--- config.mk ---
export PLATFORM = sky130hd
export DESIGN_NAME = fetch_unit
export DESIGN_NICKNAME = d
export VERILOG_FILES = /design/src/rtl/fetch_unit.sv
export SDC_FILE = /design/constraint.sdc
export NUM_CORES = 1
export LEC_CHECK = 0
export CORE_UTILIZATION = 48
export CTS_CLUSTER_DIAMETER = 120
export DETAILED_ROUTE_END_ITERATION = 7
export PLACE_DENSITY = 0.8
export SLEW_MARGIN = 20
export SYNTH_ARGS = -nofsm -noshare
export SYNTH_HDL_FRONTEND = slang
export SYNTH_SLANG_ARGS = --single-unit
--- constraint.sdc ---
create_clock -name clk -period 9.1 [get_ports clk]
set_clock_uncertainty 0.2 [all_clocks]
set_input_delay 1.82 -clock clk [delete_from_list [all_inputs] [get_ports clk]]
set_output_delay 1.82 -clock clk [all_outputs]
set_load 0.02 [all_outputs]
--- src/rtl/fetch_unit.sv ---
// fetch_unit: instruction fetch stage feeding the decoder.
// Keeps the PC and issues in-order word requests to instruction memory. Returned
// words are buffered with their PCs in a small FIFO. A redirect flushes the FIFO,
// marks every in-flight request as stale and restarts fetch at the new PC.
//
// Ports:
//   clk, rst_n                        clock, asynchronous active-low reset
//   imem_req_valid/ready/addr         fetch request channel (addr word aligned)
//   imem_resp_valid/data              in-order response, one per accepted request
//   redirect_valid/pc                 flush and restart fetch (pc[1:0] ignored)
//   instr_valid/ready, instr/instr_pc decoder handshake, FIFO head
module fetch_unit #(
    parameter logic [31:0] RESET_PC = 32'h0000_0000,
    parameter int unsigned DEPTH    = 2
) (
    input  logic        clk,
    input  logic        rst_n,
    output logic        imem_req_valid,
    input  logic        imem_req_ready,
    output logic [31:0] imem_req_addr,
    input  logic        imem_resp_valid,
    input  logic [31:0] imem_resp_data,
    input  logic        redirect_valid,
    input  logic [31:0] redirect_pc,
    output logic        instr_valid,
    input  logic        instr_ready,
    output logic [31:0] instr,
    output logic [31:0] instr_pc
);

    localparam int unsigned PTR_W = (DEPTH > 1) ? $clog2(DEPTH) : 1;
    localparam int unsigned CNT_W = $clog2(DEPTH + 1);
    localparam int unsigned SUM_W = CNT_W + 1;

    logic [31:0]      pc_q, pc_d;
    logic [CNT_W-1:0] cnt_q, cnt_d;
    logic [CNT_W-1:0] out_q, out_d;
    logic [CNT_W-1:0] drop_q, drop_d;
    logic [PTR_W-1:0] f_rd_q, f_rd_d, f_wr_q, f_wr_d;
    logic [PTR_W-1:0] pq_rd_q, pq_rd_d, pq_wr_q, pq_wr_d;
    logic [31:0]      fifo_word_q [DEPTH];
    logic [31:0]      fifo_pc_q   [DEPTH];
    logic [31:0]      pcq_q       [DEPTH];

    logic [SUM_W-1:0] used_c;
    logic             req_fire_c, resp_fire_c, resp_drop_c, push_c, pop_c;

    // Credits: in-flight requests plus buffered words never exceed DEPTH.
    assign used_c         = SUM_W'(out_q) + SUM_W'(cnt_q);
    assign imem_req_valid = rst_n && !redirect_valid && (used_c < SUM_W'(DEPTH));
    assign imem_req_addr  = pc_q;
    assign req_fire_c     = imem_req_valid && imem_req_ready;

    // A response with nothing outstanding is a protocol error and is ignored.
    assign resp_fire_c = imem_resp_valid && (out_q != '0);
    assign resp_drop_c = resp_fire_c && (drop_q != '0);
    assign push_c      = resp_fire_c && !resp_drop_c && !redirect_valid;
    assign pop_c       = (cnt_q != '0) && instr_ready && !redirect_valid;

    assign instr_valid = (cnt_q != '0);
    assign instr       = fifo_word_q[f_rd_q];
    assign instr_pc    = fifo_pc_q[f_rd_q];

    // Next-state for PC, counters and pointers; redirect overrides everything.
    always_comb begin
        pc_d    = pc_q;
        cnt_d   = cnt_q;
        out_d   = out_q - CNT_W'(resp_fire_c);
        drop_d  = drop_q;
        f_rd_d  = f_rd_q;
        f_wr_d  = f_wr_q;
        pq_wr_d = pq_wr_q;
        pq_rd_d = resp_fire_c ? PTR_W'(pq_rd_q + PTR_W'(1)) : pq_rd_q;

        if (redirect_valid) begin
            pc_d   = redirect_pc & 32'hFFFF_FFFC;
            cnt_d  = '0;
            f_wr_d = f_rd_q;
            // Every request still in flight after this cycle is now stale.
            drop_d = out_q - CNT_W'(resp_fire_c);
        end else begin
            if (req_fire_c) begin
                pc_d    = pc_q + 32'd4;
                out_d   = out_q + CNT_W'(1) - CNT_W'(resp_fire_c);
                pq_wr_d = PTR_W'(pq_wr_q + PTR_W'(1));
            end
            drop_d = drop_q - CNT_W'(resp_drop_c);
            cnt_d  = cnt_q + CNT_W'(push_c) - CNT_W'(pop_c);
            if (push_c) f_wr_d = PTR_W'(f_wr_q + PTR_W'(1));
            if (pop_c)  f_rd_d = PTR_W'(f_rd_q + PTR_W'(1));
        end
    end

    // State and storage registers.
    always_ff @(posedge clk or negedge rst_n) begin
        if (!rst_n) begin
            pc_q    <= RESET_PC;
            cnt_q   <= '0;
            out_q   <= '0;
            drop_q  <= '0;
            f_rd_q  <= '0;
            f_wr_q  <= '0;
            pq_rd_q <= '0;
            pq_wr_q <= '0;
            for (int i = 0; i < int'(DEPTH); i++) begin
                fifo_word_q[i] <= '0;
                fifo_pc_q[i]   <= '0;
                pcq_q[i]       <= '0;
            end
        end else begin
            pc_q    <= pc_d;
            cnt_q   <= cnt_d;
            out_q   <= out_d;
            drop_q  <= drop_d;
            f_rd_q  <= f_rd_d;
            f_wr_q  <= f_wr_d;
            pq_rd_q <= pq_rd_d;
            pq_wr_q <= pq_wr_d;
            if (req_fire_c) pcq_q[pq_wr_q] <= pc_q;
            if (push_c) begin
                fifo_word_q[f_wr_q] <= imem_resp_data;
                fifo_pc_q[f_wr_q]   <= pcq_q[pq_rd_q];
            end
        end
    end

endmodule

==> flow_summary.toml, run 1 <==
[global_route]
grt_max_degree = 87
number_of_global_route_vias_before_repair = 7340
total_global_route_track_usage_pct = 21.5
gr-total-overflow = 0
antenna_found_initial = 0
wire_length_of_the_first_global_routing_pass_um = 38000

[critical_path]
worstReg2RegStart = "out_q[0]"
worst-r2r-cell-count = 7
cp.arrival_ns = 3.93
reg2reg_setup_slack_ns = 5.98
worst-endpoint-required_ns = 7.08
endpoint_of_the_lowest_slack_register_to_register_path = "imem_req_addr[18]"
timing.setup.critical_path_class = "input port to output port"
worstPathMaxFanout = 45
worst_setup_path_start_kind = "input port"
crit_path_end_kind = "output port"

[cts]
clock_latency_ns = 0.53
number_of_setup_buffers_added_after_cts = 0
cts_resized = 0
cts.sinks = 224
clkTransAtPathRegs_ns = 0.06
cts-root-to-sink-buffers = 3
clock_root_buffer_master = "sky130_fd_sc_hd__clkbuf_16"
cts_tree = "yes"
cts-hold-fix-buffers = 0
cts_made_buffers = 24
ctsHtreeMaxLevel = 1

[sta]
setup_total_negative_slack_ns = 0
unrepaired_setup_endpoints_after_global_routing = "no"
finalMaxSlewViolations = 0
max_freq_mhz = 168
count_of_final_hold_check_violations = 0
max_slew.worst_pin.slew_ns = 0.934
setup_viol_count_final = 0
finalCritPeriodShare_pct = 65.4
layout_min_cycle_time_ns = 5.95
slew-limit-headroom_pct = 37.8

[layout]
areaGrowthSynthToFinish_pct = 25.3
finish.instance_area_um2 = 12900
finish.net_count = 1070
antenna-diode-count = 0
drive_above_1_share_pct = 24.2
final_util_pct = 61.4
multiInputGateArea_um2 = 4370
layout.area.seq_um2 = 5610
layout.filler_cells = 1698

[floorplanning]
start_util_pct = 49.0
fp.dieH_um = 148
core_area_um2 = 21000
fp.dieW_um = 148
die_area_um2 = 22000
core.rowCount = 53
io_pins = 168

[run]
max_cap_viol_count = 0

[logic_synthesis]
synth_area_um2 = 10300
count_of_distinct_cell_types_in_the_synthesized_netlist = 52
synthCells = 848
async_s_r_ff_share_synth_pct = 100
ys.flop_type = "sky130_fd_sc_hd__dfrtp_1"
synth-seq-cells = 224
ys_warn_count = 0
yosys.area.top_type = "sky130_fd_sc_hd__dfrtp_1"
post-synth-top-area-fraction_pct = 54.5
part_of_the_yosys_area_used_for_sequential_elements_pct = 54.5
synth-edff-count = 0
postSynthAreaPerCell_um2 = 12.1
synthTopCellsByArea = "sky130_fd_sc_hd__dfrtp_1, sky130_fd_sc_hd__mux2_2, sky130_fd_sc_hd__mux2i_1, sky130_fd_sc_hd__mux2_4, sky130_fd_sc_hd__nand2_1"

[power]
leakagePower_nw = 5.73
power.density_cell_area_nw_per_um2 = 344
power.ir.vdd_worst_uv = 157

[detailed_routing]
drt_pre_antenna_iters = 5
via_count = 7214
drt_total_wl_um = 23000
drtIter0Drc = 347
post_route_drc_violation_count = 0
wl_per_cell_um = 17.9
post_drt_via_cell_ratio = 5.61
route.antenna.remaining_nets = 0

[placed_design]
gpl.final_weighted_congestion = 0.843
numPortBuffers = 161
dp_hpwl_um = 15100
postPlaceCellArea_um2 = 12100

[min_path]
hold-path-cell-count = 2
worst_hold_path.endpoint = "fifo_pc_q[38]"
hold_path_class = "flip-flop to flip-flop"
holdCritStartpoint = "fifo_pc_q[38]"

[run_status]
run_status = "finished, final reports clean"
==> cell usage after synthesis (2+ instances only) <==
| cell | count |
|---|---|
| sky130_fd_sc_hd__o311ai_1 | 2 |
| sky130_fd_sc_hd__xor2_1 | 3 |
| sky130_fd_sc_hd__or2_2 | 2 |
| sky130_fd_sc_hd__nand3_1 | 24 |
| sky130_fd_sc_hd__buf_6 | 5 |
| sky130_fd_sc_hd__o21ai_1 | 2 |
| sky130_fd_sc_hd__nor3_1 | 16 |
| sky130_fd_sc_hd__dfrtp_1 | 224 |
| sky130_fd_sc_hd__or4_1 | 7 |
| sky130_fd_sc_hd__xnor2_1 | 6 |
| sky130_fd_sc_hd__a221o_1 | 11 |
| sky130_fd_sc_hd__a22oi_1 | 9 |
| sky130_fd_sc_hd__nor2b_1 | 2 |
| sky130_fd_sc_hd__and3_1 | 3 |
| sky130_fd_sc_hd__and4_1 | 2 |
| sky130_fd_sc_hd__inv_1 | 12 |
| sky130_fd_sc_hd__nor2_1 | 42 |
| sky130_fd_sc_hd__buf_2 | 10 |
| sky130_fd_sc_hd__a21oi_1 | 32 |
| sky130_fd_sc_hd__mux2_2 | 164 |
| sky130_fd_sc_hd__nand4_1 | 9 |
| sky130_fd_sc_hd__clkbuf_1 | 38 |
| sky130_fd_sc_hd__buf_4 | 4 |
| sky130_fd_sc_hd__nor3b_1 | 4 |
| sky130_fd_sc_hd__o311ai_0 | 7 |
| sky130_fd_sc_hd__o41ai_1 | 3 |
| sky130_fd_sc_hd__mux2i_1 | 34 |
| sky130_fd_sc_hd__or4b_1 | 2 |
| sky130_fd_sc_hd__a21boi_0 | 2 |
| sky130_fd_sc_hd__nand2_1 | 66 |
| sky130_fd_sc_hd__a21o_1 | 2 |
| sky130_fd_sc_hd__or3_1 | 3 |
| sky130_fd_sc_hd__a211o_1 | 3 |
| sky130_fd_sc_hd__o211ai_1 | 3 |
| sky130_fd_sc_hd__o21ai_0 | 48 |
| sky130_fd_sc_hd__nor4_1 | 5 |
| sky130_fd_sc_hd__ha_1 | 6 |
| sky130_fd_sc_hd__mux2_4 | 17 |
==> worst max path at each step <==
stage | start | endpoint | cells past startpoint
after floorplan | redirect_valid | imem_req_valid | 4
after global placement | redirect_valid | imem_req_valid | 5
after detailed placement | redirect_valid | imem_req_valid | 5
after CTS | redirect_valid | imem_req_valid | 5
after global routing | redirect_valid | imem_req_valid | 5
final | redirect_valid | imem_req_valid | 5
==> where the power goes <==
| part | internal [mW] | total, mW | switching, mW |
|---|---|---|---|
| registers | 1.42 | 1.66 | 0.243 |
| clock network | 0.580 | 0.973 | 0.393 |
| logic | 0.953 | 1.80 | 0.848 |
==> state kept, by name (all words and copies together) (netlist names) <==
| register | flops |
|---|---|
| fifo_word_q | 64 |
| fifo_pc_q | 60 |
| pcq_q | 60 |
| imem_req_addr | 30 |
| cnt_q | 2 |
| drop_q | 2 |
| out_q | 2 |
| f_rd_q | 1 |
| f_wr_q | 1 |
| pq_rd_q | 1 |
| pq_wr_q | 1 |
==> critical path, stage by stage <==
cell	delay [ns]
sky130_fd_sc_hd__clkdlybuf4s50_1	0.40
sky130_fd_sc_hd__buf_4	0.28
sky130_fd_sc_hd__or4b_4	0.67
sky130_fd_sc_hd__clkinv_2	0.14
sky130_fd_sc_hd__clkdlybuf4s50_1	0.62
==> final cells by class <==
type                            count  area share [%]
Clock buffer                       35            5.60
Clock inverter                      9           0.679
Inverter                           13           0.388
Multi-Input combinational cell    556            33.9
Sequential cell                   224            43.5
Tap cell                          275            2.67
Timing Repair Buffer              174            13.3
==> cells by family after synthesis <==
| kind of cell | synth area share, % |
|---|---|
| multiplexers | 23.7 |
| adder cells (fa/ha/maj) | 0.924 |
| flip-flops | 54.5 |
| AND/OR/NAND/NOR | 9.02 |
| AO/OA/AOI/OAI | 7.84 |
| XOR/XNOR | 0.766 |
| buffers and inverters | 3.23 |
| other | 0.0364 |
==> routing by layer <==
| metal | wire [um] | up-vias | global-route usage, % |
|---|---|---|---|
| met5 | 0 | - | 0 |
| met4 | 348 | 0 | 5.82 |
| met3 | 1490 | 27 | 3.47 |
| met2 | 10500 | 274 | 33.4 |
| met1 | 10700 | 3543 | 31.4 |
| li1 | - | 3370 | - |
==> layout by cell type, fill, tap and decap left out, types with 5 or more instances in the layout <==
cell type / count
sky130_fd_sc_hd__mux2_2: 164
sky130_fd_sc_hd__nand3_1: 24
sky130_fd_sc_hd__clkinv_2: 6
sky130_fd_sc_hd__inv_1: 12
sky130_fd_sc_hd__a221o_1: 11
sky130_fd_sc_hd__nor4_1: 5
sky130_fd_sc_hd__a22oi_1: 9
sky130_fd_sc_hd__o311ai_0: 7
sky130_fd_sc_hd__mux2i_1: 34
sky130_fd_sc_hd__or4_1: 7
sky130_fd_sc_hd__nor3_1: 16
sky130_fd_sc_hd__nand4_1: 9
sky130_fd_sc_hd__a21oi_1: 32
sky130_fd_sc_hd__clkbuf_16: 24
sky130_fd_sc_hd__buf_4: 12
sky130_fd_sc_hd__dfrtp_1: 223
sky130_fd_sc_hd__nand2_1: 66
sky130_fd_sc_hd__clkdlybuf4s50_1: 160
sky130_fd_sc_hd__xnor2_1: 6
sky130_fd_sc_hd__clkbuf_8: 8
sky130_fd_sc_hd__nor2_1: 42
sky130_fd_sc_hd__mux2_4: 17
sky130_fd_sc_hd__o21ai_0: 48
sky130_fd_sc_hd__ha_1: 6
==> through the flow <==
step                total power, mW  setup WS (ns)  hold WS (ns)  std cells
CTS                            4.48           3.16         0.279       1286
detailed placement             3.49           3.16         0.266       1242
floorplan                      2.78           4.37         0.246        851
finish                         4.43           3.15         0.269       1286
global placement               3.42           3.15         0.256       1242
global route                   4.70           3.08         0.293       1286
No activity file was read; power rests on OpenSTA's default activity.
==> run 2: changes to the inputs <==
==> constraint.sdc (replaced) <==
create_clock -name clk -period 6.2 [get_ports clk]
set_clock_uncertainty 0.2 [all_clocks]
set_input_delay 1.24 -clock clk [delete_from_list [all_inputs] [get_ports clk]]
set_output_delay 1.24 -clock clk [all_outputs]
set_load 0.02 [all_outputs]
==> flow_summary.toml, run 2 (synthesis gave the netlist of run 1 again) <==
[run_status]
run_status = "finished, final reports clean"

[layout]
max_flop_register = "fifo_word_q"
antenna-diode-count = 0
largest_reg_flops = 64
layout.cells.most_common = "sky130_fd_sc_hd__dfrtp_1"
areaGrowthSynthToFinish_pct = 25.9
most_used_cells_in_the_layout_excluding_fill_and_tap_cells = "sky130_fd_sc_hd__dfrtp_1, sky130_fd_sc_hd__mux2_2, sky130_fd_sc_hd__clkdlybuf4s50_1"
drive_above_1_share_pct = 23.7
regs_by_ff_count = "fifo_word_q (64), fifo_pc_q (60), pcq_q (60)"
finish.net_count = 1068
layout.filler_cells = 1626
final_util_pct = 61.6

[cts]
cts_resized = 0
cts-root-to-sink-buffers = 3
ctsHtreeMaxLevel = 1
clkTransAtPathRegs_ns = 0.05
clock_latency_ns = 0.51
cts-hold-fix-buffers = 0
clock_root_buffer_master = "sky130_fd_sc_hd__clkbuf_16"
number_of_setup_buffers_added_after_cts = 0
cts_made_buffers = 24
cts.sinks = 224
cts_tree = "yes"

[floorplanning]
start_util_pct = 49.0
core_area_um2 = 21000
fp.dieH_um = 148
die_area_um2 = 22000
core.rowCount = 53
fp.dieW_um = 148
io_pins = 168

[global_route]
gr-total-overflow = 0
number_of_global_route_vias_before_repair = 7267
grt_max_degree = 188
total_global_route_track_usage_pct = 21.2
antenna_found_initial = 0
wire_length_of_the_first_global_routing_pass_um = 37500

[sta]
layout_min_cycle_time_ns = 4.51
count_of_final_hold_check_violations = 0
slew-limit-headroom_pct = 26.3
max_slew.worst_pin.slew_ns = 1.11
finalMaxSlewViolations = 0
unrepaired_setup_endpoints_after_global_routing = "no"
setup_viol_count_final = 0
finalCritPeriodShare_pct = 72.7
max_freq_mhz = 222
setup_total_negative_slack_ns = 0

[critical_path]
critical-path-slowest-cell = "sky130_fd_sc_hd__or4b_4"
worst-r2r-cell-count = 8
cp.arrival_ns = 3.07
crit_path_end_kind = "output port"
crit_chain = "clkdlybuf4s50_1, or4b_4, clkinv_2, clkdlybuf4s50_1"
critical_path.most_common_cell = "sky130_fd_sc_hd__clkdlybuf4s50_1"
worstPathMaxFanout = 10
worst-endpoint-required_ns = 4.76
worst_setup_path_start_kind = "input port"
cpPeakStageDelay_ns = 0.64
timing.setup.critical_path_class = "input port to output port"

[placed_design]
dp_hpwl_um = 14800
gpl.final_weighted_congestion = 0.856
numPortBuffers = 161

[detailed_routing]
wl_per_cell_um = 17.8
drtIter0Drc = 366
route.antenna.remaining_nets = 0
post_drt_via_cell_ratio = 5.68
post_route_drc_violation_count = 0
drt_pre_antenna_iters = 7
drt_total_wl_um = 22800
via_count = 7280

[power]
power_switching_mw = 2.17
share_clk_of_total_power_pct = 23.2
power.share.combinational_pct = 39.5
power.density_cell_area_nw_per_um2 = 512
total_power_mw = 6.63
switching_share_pct = 32.7
seqPwrFrac_pct = 37.3
leakagePower_nw = 5.75
power.ir.vdd_worst_uv = 250
internal_power_mw = 4.46

[min_path]
hold-path-cell-count = 2
hold_path_class = "flip-flop to flip-flop"

[run]
max_cap_viol_count = 0
run 2: changes by cell type in the layout (fill, tap and decap cells not counted), sizes merged:
cell / previous run / this run
clkinv: 8 / 3
bufinv: 1 / 5
buf: 14 / 12
clkbuf: 35 / 34
clkinvlp: 1 / 0
run 2: worst max-delay path: cells and delay by family:
family | cells | cell delay (ns)
buffers and inverters | 3 | 1.18
and+or+nand+nor | 1 | 0.64
run 2: area by class of cell:
class	count	area [um2]	share of cell area (%)
Clock inverter	7	160	1.24
Tap cell	275	344	2.66
Clock buffer	34	699	5.40
Inverter	13	50.0	0.386
Multi-Input combinational cell	556	4370	33.8
Timing Repair Buffer	172	1720	13.3
Sequential cell	224	5610	43.3
run 2: path summary, 6_finish.rpt:
path / startpoint / end / slack [ns]
worst max-delay path: redirect_valid / imem_req_valid / 1.69
worst min-delay path: fifo_pc_q[43] / fifo_pc_q[43] / 0.27
worst max register to register: out_q[0] / pcq_q[28] / 2.86
worst min register to register: fifo_pc_q[43] / fifo_pc_q[43] / 0.27
max in group asynchronous: rst_n / fifo_word_q[59] / 4.10
min in group asynchronous: rst_n / imem_req_addr[11] / 0.41
run 2: power by group through the flow:
stage / sequential (mW) / clock, mW / combinational (mW)
2_1_floorplan: 2.37 / 0 / 1.71
3_3_place_gp: 2.46 / 0 / 2.57
3_5_place_dp: 2.50 / 0 / 2.61
4_1_cts: 2.48 / 1.57 / 2.64
5_1_grt: 2.56 / 1.63 / 2.81
6_report: 2.47 / 1.54 / 2.62
run 2: metal layers:
metal  vias up  global-route usage, %  part of all wire [%]
li1       3367                      -                     -
met1      3593                   29.9                    46
met3        33                   3.13                   6.6
met4         0                   5.15                   1.6
met5         -                      0                     0
met2       287                   34.4                    46
run 2: metrics by stage:
stage               instances  hold slack (ns)  instance area (um2)  setup WS [ns]
finish                   1281            0.272                13000           1.69
global route             1281            0.301                13000           1.66
global placement         1240            0.257                12100           1.70
detailed placement       1240            0.266                12100           1.70
floorplan                 851            0.246                10300           2.63
CTS                      1281            0.279                13000           1.69
